===== config.mk =====
export PLATFORM = sky130hd
export DESIGN_NAME = iob_cache_be_arbiter
export DESIGN_NICKNAME = d
export VERILOG_FILES = /design/src/rtl/iob_cache_be_arbiter_pkg.sv /design/src/rtl/iob_cache_be_arbiter_mux.sv /design/src/rtl/iob_cache_be_arbiter.sv
export SDC_FILE = /design/constraint.sdc
export NUM_CORES = 1
export LEC_CHECK = 0
export CORE_AREA = 2 2 84 86
export CTS_CLUSTER_SIZE = 28
export DETAILED_ROUTE_END_ITERATION = 10
export DIE_AREA = 0 0 86 88
export PLACE_DENSITY = 0.73
export RECOVER_POWER = 100
export SETUP_SLACK_MARGIN = 0.1
export SYNTH_ARGS = -nofsm -noshare
export SYNTH_HDL_FRONTEND = slang
export SYNTH_SLANG_ARGS = --single-unit

===== constraint.sdc =====
create_clock -name clk_i -period 3.7 [get_ports clk_i]
set_input_delay 1.11 -clock clk_i [delete_from_list [all_inputs] [get_ports clk_i]]
set_output_delay 1.11 -clock clk_i [all_outputs]
set_load 0.01 [all_outputs]

===== src/rtl/iob_cache_be_arbiter_pkg.sv =====
// Shared definitions for the cache back-end arbiter: grant state encodings
// and default geometry of the native back-end port.
package iob_cache_be_arbiter_pkg;

    typedef enum logic [1:0] {
        ARB_IDLE    = 2'd0,
        ARB_GRANT_W = 2'd1,
        ARB_GRANT_R = 2'd2
    } arb_state_t;

    localparam int ARB_BE_ADDR_W_DEFAULT = 24;
    localparam int ARB_BE_DATA_W_DEFAULT = 32;
    localparam int ARB_WR_MAX_DEFAULT    = 4;

endpackage


===== src/rtl/iob_cache_be_arbiter_mux.sv =====
// Combinational back-end steering: selects the granted requester's request
// onto the back-end port and routes the back-end ack back to it.
module iob_cache_be_arbiter_mux
    import iob_cache_be_arbiter_pkg::*;
#(
    parameter int BE_ADDR_W = ARB_BE_ADDR_W_DEFAULT,
    parameter int BE_DATA_W = ARB_BE_DATA_W_DEFAULT
) (
    input  arb_state_t               state,
    input  logic                     rd_valid,
    input  logic [BE_ADDR_W-1:0]     rd_addr,
    input  logic                     wr_valid,
    input  logic [BE_ADDR_W-1:0]     wr_addr,
    input  logic [BE_DATA_W-1:0]     wr_wdata,
    input  logic [BE_DATA_W/8-1:0]   wr_wstrb,
    input  logic                     be_ack,
    output logic                     be_valid,
    output logic [BE_ADDR_W-1:0]     be_addr,
    output logic [BE_DATA_W-1:0]     be_wdata,
    output logic [BE_DATA_W/8-1:0]   be_wstrb,
    output logic                     rd_ack,
    output logic                     wr_ack
);

    // An ack only counts while the granted requester is actually asking.
    always_comb begin
        be_valid = 1'b0;
        be_addr  = '0;
        be_wdata = '0;
        be_wstrb = '0;
        rd_ack   = 1'b0;
        wr_ack   = 1'b0;
        case (state)
            ARB_GRANT_W: begin
                be_valid = wr_valid;
                be_addr  = wr_addr;
                be_wdata = wr_wdata;
                be_wstrb = wr_wstrb;
                wr_ack   = wr_valid & be_ack;
            end
            ARB_GRANT_R: begin
                be_valid = rd_valid;
                be_addr  = rd_addr;
                rd_ack   = rd_valid & be_ack;
            end
            default: ;
        endcase
    end

endmodule


===== src/rtl/iob_cache_be_arbiter.sv =====
// Back-end port arbiter between the line-fill read channel and the
// write-through buffer: write priority, read burst lock, write starvation cap.
//
//   state   | meaning
//   IDLE    | no grant, back-end port driven to zero
//   GRANT_W | write-through buffer owns the port
//   GRANT_R | line-fill channel owns the port (held by rd_lock_i)
module iob_cache_be_arbiter
    import iob_cache_be_arbiter_pkg::*;
#(
    parameter int BE_ADDR_W = ARB_BE_ADDR_W_DEFAULT,
    parameter int BE_DATA_W = ARB_BE_DATA_W_DEFAULT,
    parameter int WR_MAX    = ARB_WR_MAX_DEFAULT,
    parameter int CNT_W     = $clog2(WR_MAX + 1)
) (
    input  logic                     clk_i,
    input  logic                     reset_i,
    input  logic                     rd_valid_i,
    input  logic [BE_ADDR_W-1:0]     rd_addr_i,
    input  logic                     rd_lock_i,
    output logic                     rd_ack_o,
    output logic [BE_DATA_W-1:0]     rd_rdata_o,
    input  logic                     wr_valid_i,
    input  logic [BE_ADDR_W-1:0]     wr_addr_i,
    input  logic [BE_DATA_W-1:0]     wr_wdata_i,
    input  logic [BE_DATA_W/8-1:0]   wr_wstrb_i,
    output logic                     wr_ack_o,
    output logic                     be_valid_o,
    output logic [BE_ADDR_W-1:0]     be_addr_o,
    output logic [BE_DATA_W-1:0]     be_wdata_o,
    output logic [BE_DATA_W/8-1:0]   be_wstrb_o,
    input  logic                     be_ack_i,
    input  logic [BE_DATA_W-1:0]     be_rdata_i,
    output logic [1:0]               grant_o
);

    arb_state_t       state;
    logic [CNT_W-1:0] wr_cnt;
    logic             wr_done;
    logic             wr_cnt_last;

    assign wr_done     = wr_valid_i & be_ack_i;
    assign wr_cnt_last = (wr_cnt >= CNT_W'(WR_MAX - 1));

    always_ff @(posedge clk_i or posedge reset_i) begin
        if (reset_i) begin
            state  <= ARB_IDLE;
            wr_cnt <= '0;
        end else begin
            case (state)
                ARB_IDLE: begin
                    if (!rd_valid_i) wr_cnt <= '0;
                    if (wr_valid_i) begin
                        state <= ARB_GRANT_W;
                    end else if (rd_valid_i) begin
                        state  <= ARB_GRANT_R;
                        wr_cnt <= '0;
                    end
                end
                ARB_GRANT_W: begin
                    if (!rd_valid_i) wr_cnt <= '0;
                    // Only an accepted write may hand the port to a waiting read.
                    if (wr_done) begin
                        if (rd_valid_i) begin
                            if (wr_cnt_last) begin
                                state  <= ARB_GRANT_R;
                                wr_cnt <= '0;
                            end else if (wr_cnt != CNT_W'(WR_MAX)) begin
                                wr_cnt <= wr_cnt + CNT_W'(1);
                            end
                        end
                    end else if (!wr_valid_i) begin
                        if (rd_valid_i) begin
                            state  <= ARB_GRANT_R;
                            wr_cnt <= '0;
                        end else begin
                            state <= ARB_IDLE;
                        end
                    end
                end
                ARB_GRANT_R: begin
                    // rd_lock_i keeps the grant across the channel's post-burst gap.
                    if (!rd_valid_i && !rd_lock_i) begin
                        state <= wr_valid_i ? ARB_GRANT_W : ARB_IDLE;
                    end
                end
                default: begin
                    state  <= ARB_IDLE;
                    wr_cnt <= '0;
                end
            endcase
        end
    end

    iob_cache_be_arbiter_mux #(
        .BE_ADDR_W (BE_ADDR_W),
        .BE_DATA_W (BE_DATA_W)
    ) u_mux (
        .state     (state),
        .rd_valid  (rd_valid_i),
        .rd_addr   (rd_addr_i),
        .wr_valid  (wr_valid_i),
        .wr_addr   (wr_addr_i),
        .wr_wdata  (wr_wdata_i),
        .wr_wstrb  (wr_wstrb_i),
        .be_ack    (be_ack_i),
        .be_valid  (be_valid_o),
        .be_addr   (be_addr_o),
        .be_wdata  (be_wdata_o),
        .be_wstrb  (be_wstrb_o),
        .rd_ack    (rd_ack_o),
        .wr_ack    (wr_ack_o)
    );

    assign rd_rdata_o = be_rdata_i;
    assign grant_o    = state;

endmodule


# Word-level counts from Yosys, hierarchy flattened

Index checks and enable logic that the tools add are counted.

Logic and storage cells: 43
Output and inout bits: 97
Flip-flop bits (word level): 5

Muxes and demuxes: 24
Bitwise gates (word level): 2
$lt $le $gt $ge: 1
Reductions and logical operators: 5
Equality and inequality tests: 8
Add/subtract/negate cells: 1

Operators with widths:

| kind                                                                   | count |
|---|---|
| 24-bit one-hot mux with 2 select lines                                 | 1 |
| 32-bit two-way mux                                                     | 1 |
| 3-bit two-way mux                                                      | 7 |
| 2-bit two-way mux                                                      | 8 |
| 3-bit inequality test (second input constant)                          | 5 |
| 3-bit one-hot mux with 3 select lines                                  | 1 |
| 2-bit one-hot mux with 3 select lines                                  | 1 |
| 5-bit AND reduction                                                    | 1 |
| 4-bit two-way mux                                                      | 1 |
| 3-bit by 1-bit adder with 3-bit output (second input constant)         | 1 |
| 3-bit by 2-bit >= comparator with 1-bit output (second input constant) | 1 |
| 1-bit two-way mux                                                      | 3 |
| 1-bit AND                                                              | 2 |
| 2-bit by 1-bit == test with 1-bit output (second input constant)       | 1 |
| 2-bit == test (second input constant)                                  | 1 |
| 1-bit zero test                                                        | 2 |
| 2-bit zero test                                                        | 1 |
| 2-bit inequality test (second input constant)                          | 1 |
| 1-bit one-hot mux with 2 select lines                                  | 1 |
| 1-bit logical AND                                                      | 1 |

# Depth between registers and ports, before layout

Depth after elaboration: 6
Mapped depth: 7

# By module

A second synthesis with hierarchy kept.

Cell total of the unflattened synthesis: 172
Area, all modules: 1327.5 um^2

Modules (own cells, without submodules):

| module                   | area an instance (um^2) | cells an instance | instances |
|---|---|---|---|
| iob_cache_be_arbiter_mux | 774.5                   | 106               | 1 |
| iob_cache_be_arbiter     | 553.0                   | 66                | 1 |

# Worst setup path before layout

No wires, ideal clock.

Path kind: register -> output
From: reg state[0], in the netlist grant_o[0]
To: out be_valid_o
Arrival time: 1.534 ns
Required time: 2.590 ns
Stages on the path, launching flop included: 7
Path slack: 1.056 ns
Path through: dfrtp_1 > inv_1 > ha_1 > clkbuf_1 > buf_2 > nand2_1 > a21boi_0

Longest elaborated chain between the ends: 2

RTL lines:

| what                                                                             | RTL line                       | RTL |
|---|---|---|
| from (decl)                                                                      | iob_cache_be_arbiter.sv:37     | `arb_state_t state;` |
| from (signal assigned)                                                           | iob_cache_be_arbiter.sv:84     | `state <= wr_valid_i ? ARB_GRANT_W : ARB_IDLE;` |
| 2-bit == test / 2-bit by 1-bit == test with 1-bit output (equally long branches) | iob_cache_be_arbiter_mux.sv:33 | `case (state)` |
| 1-bit one-hot mux with 2 select lines *                                          | iob_cache_be_arbiter_mux.sv:33 |  |
| to (decl)                                                                        | iob_cache_be_arbiter.sv:28     | `output logic be_valid_o,` |

Mark *: on every way between the ends. The rest lies on a longest branch, timed or not.

# Worst setup path after layout

From: in be_ack_i
To: out rd_ack_o

Longest elaborated chain between the ends: 2

RTL lines:

| what              | RTL line                       | RTL |
|---|---|---|
| from (decl)       | iob_cache_be_arbiter.sv:32     | `input logic be_ack_i,` |
| 1-bit AND         | iob_cache_be_arbiter_mux.sv:44 | `rd_ack = rd_valid & be_ack;` |
| 1-bit two-way mux | iob_cache_be_arbiter_mux.sv:33 |  |
| to (decl)         | iob_cache_be_arbiter.sv:21     | `output logic rd_ack_o,` |

No other way between the ends.

==> summary.txt <==
Die ar. - 7570 um^2
Setup violations, final - 0
H-tree Lvls - 1
status - complete, no violations
CTS sink count - 5
Routed Antenna Nets - 0
met2 wire len - 2610 um
Vias/cell - 4.27
IO Port Bufs - 154
Crit Path Category - primary input to output port
Sw Share - 41.2%
# IOs - 219
Die X - 86 um
share of power burned in registers - 6.6%
Vias - 1598
type of the tightest min-delay check - flop to flop
TNS Setup - 0 ns
clk buf depth - 2
Synth Register Bits - 5
clock network fraction of total power - 8.0%
Mapped Nets - 303
Post-Syn Instances - 174
fin. max-slew vios - 0
gpl congestion - 0.722
final layout net count - 424
commonest non-fill, non-tap cell in the layout - clkdlybuf4s50_1
largest net degree at the start of global routing - 29
CP Data Required Time - 2.59 ns
actual slew at the worst max-slew pin - 0.432 ns
sequential-to-total area share from yosys stat - 9.59%
number of global-route vias before repair - 1540
fin crit period - 3.52 ns
clk_lat worst skew - 0.22 ns
pwr dens - 449 nW/um^2
WL met1 - 1840 um
Fin. Hold Viols - 0
Post-route DRC - 0
Area Overhead vs Synth - 109%
post-synthesis cell area - 1310 um^2
Ys Warns - 0
ranking of synthesized cells by area - buf_4, and2_1, a22oi_1, nor2b_1, dfrtp_1
Synth Area in Compound Gates - 23.3%
Routed Wire Length - 5000 um
total power - 1220 uW
Critical Path End Type - output port
net load switching power - 504 uW
ANT cells - 0
# rows - 30
Final period util - 95.1%
FMAX - 284 MHz
maxcap violations - 0
first-pass GRT wire length - 7300 um
unrepaired setup endpoints after global routing - no
die height - 88 um
hold slack - 0.557 ns
GRT overflow - 0
first drt pass iteration count - 3
Final Skew - 0.000659 ns
CTS root buf - clkbuf_8
initial antenna violation count - 0
Int Power - 719 uW
wire per inst - 13.4 um
mux cell area share after synthesis - 1.63%
initial drt markers - 33
clock transition at the registers of the reported paths - 0.03 ns
count of cell types in the netlist - 31
cts bufs inserted - 3
Final HPWL DP - 4200 um
Synth Area in XOR/XNOR - 0%
Setup crit start kind - primary input
leading area contributor after synthesis - buf_4
max_slew headroom - 71.2%
Top Layer Used - met4
Synth top area share - 18.4%
fraction of layout cells with a size suffix above 1 - 4.08%
largest family of logic cells by synthesized area - simple AND/OR/NAND/NOR gates
post-synthesis simple-gate area fraction - 33.7%
CP arrival - 2.41 ns
Comb pwr share - 85.4%
commonest non-fill, non-tap cells in the layout - clkdlybuf4s50_1, dlygate4sd3_1, and2_1
Leak - 0.00120 uW
core area - 6640 um^2
Initial Util - 19.6%
WL met3 - 489 um
Syn Area/Cell - 7.50 um^2
Post-CTS Setup Bufs - 0
Synth Area in Adders - 6.71%
VDD IR max - 202 uV
Max FO, Critical Path - 4
Total GRT Usage - 11.9%
CTS tree - built
metrics by stage:
stage          setup WS [ns]  cells  util, %  cell area (um^2)
4_1_cts                0.146    374     41.4              2750
3_5_place_dp          0.0770    370     40.8              2710
2_1_floorplan           1.06    174        -              1310
6_report               0.183    374     41.0              2730
5_1_grt               0.0594    374     41.0              2730
3_3_place_gp          0.0528    370     40.8              2710
layer usage:
layer  GRT usage [%]  vias to the layer above
li1                -                      787
met1            13.4                      701
met2            21.6                       96
met3            3.58                       14
met4            3.32                        0
met5               0                        -
cells by family (layout without fill, tap and decap cells):
| kind of cell | count (synthesis) | in the layout |
|---|---|---|
| compound gates | 37 | 37 |
| mux | 2 | 2 |
| simple gates | 71 | 71 |
| fa+ha+maj | 7 | 7 |
| flops | 5 | 5 |
| buf+inv | 52 | 172 |
flip-flops by register name, summed over array words and instances (netlist names):
name,flops
grant_o,2
wr_cnt,3
power groups by stage:
stage               combinational [uW]  sequential, uW  clock (uW)
floorplan                          603            82.2           0
global placement                  1150            80.2           0
detailed placement                1160            81.8           0
CTS                               1160            81.5         101
global route                      1150            83.2         109
finish                            1040            80.1        98.1
cell usage after synthesis, drive strengths merged:
master / instances
and2: 36
buf: 34
a22oi: 24
nor2b: 24
clkbuf: 10
inv: 8
ha: 7
dfrtp: 5
nand2: 5
a21oi: 3
a211oi: 1
a21boi: 1
a21o: 1
a22o: 1
a311oi: 1
a32o: 1
and3: 1
and3b: 1
mux2: 1
mux2i: 1
nand2b: 1
nor2: 1
nor3: 1
o211ai: 1
o21a: 1
o21bai: 1
o2bb2ai: 1
or2b: 1
critical path, stage by stage:
cell             delay [ns]
clkdlybuf4s50_1        0.57
inv_1                  0.08
nor2_1                 0.10
clkdlybuf4s50_1        0.54
cell type report:
cell class | instances | area (um^2)
clock buffer | 4 | 45.0
fill | 671 | 3920
inverter | 8 | 30.0
multi-input combinational | 117 | 833
sequential | 5 | 125
tap | 80 | 100
timing repair buffer | 160 | 1590
path summary, 6_finish.rpt:
path	from	endpoint	slack [ns]	cells past startpoint
setup / recovery	be_ack_i	rd_ack_o	0.18	4
hold / removal	wr_cnt[2]	wr_cnt[2]	0.56	1
setup reg to reg	wr_cnt[0]	grant_o[1]	1.81	6
hold reg to reg	wr_cnt[2]	wr_cnt[2]	0.56	1
max in group asynchronous	reset_i	grant_o[0]	2.31	2
min in group asynchronous	reset_i	wr_cnt[0]	1.23	2
repair_timing:
item | 4_1_cts | 5_1_grt
gates resized for setup | 1 | 1
hold buffers | 0 | 0
endpoints found under the setup margin | 1 | 1
Note: power is estimated with default switching activity, not from simulation.
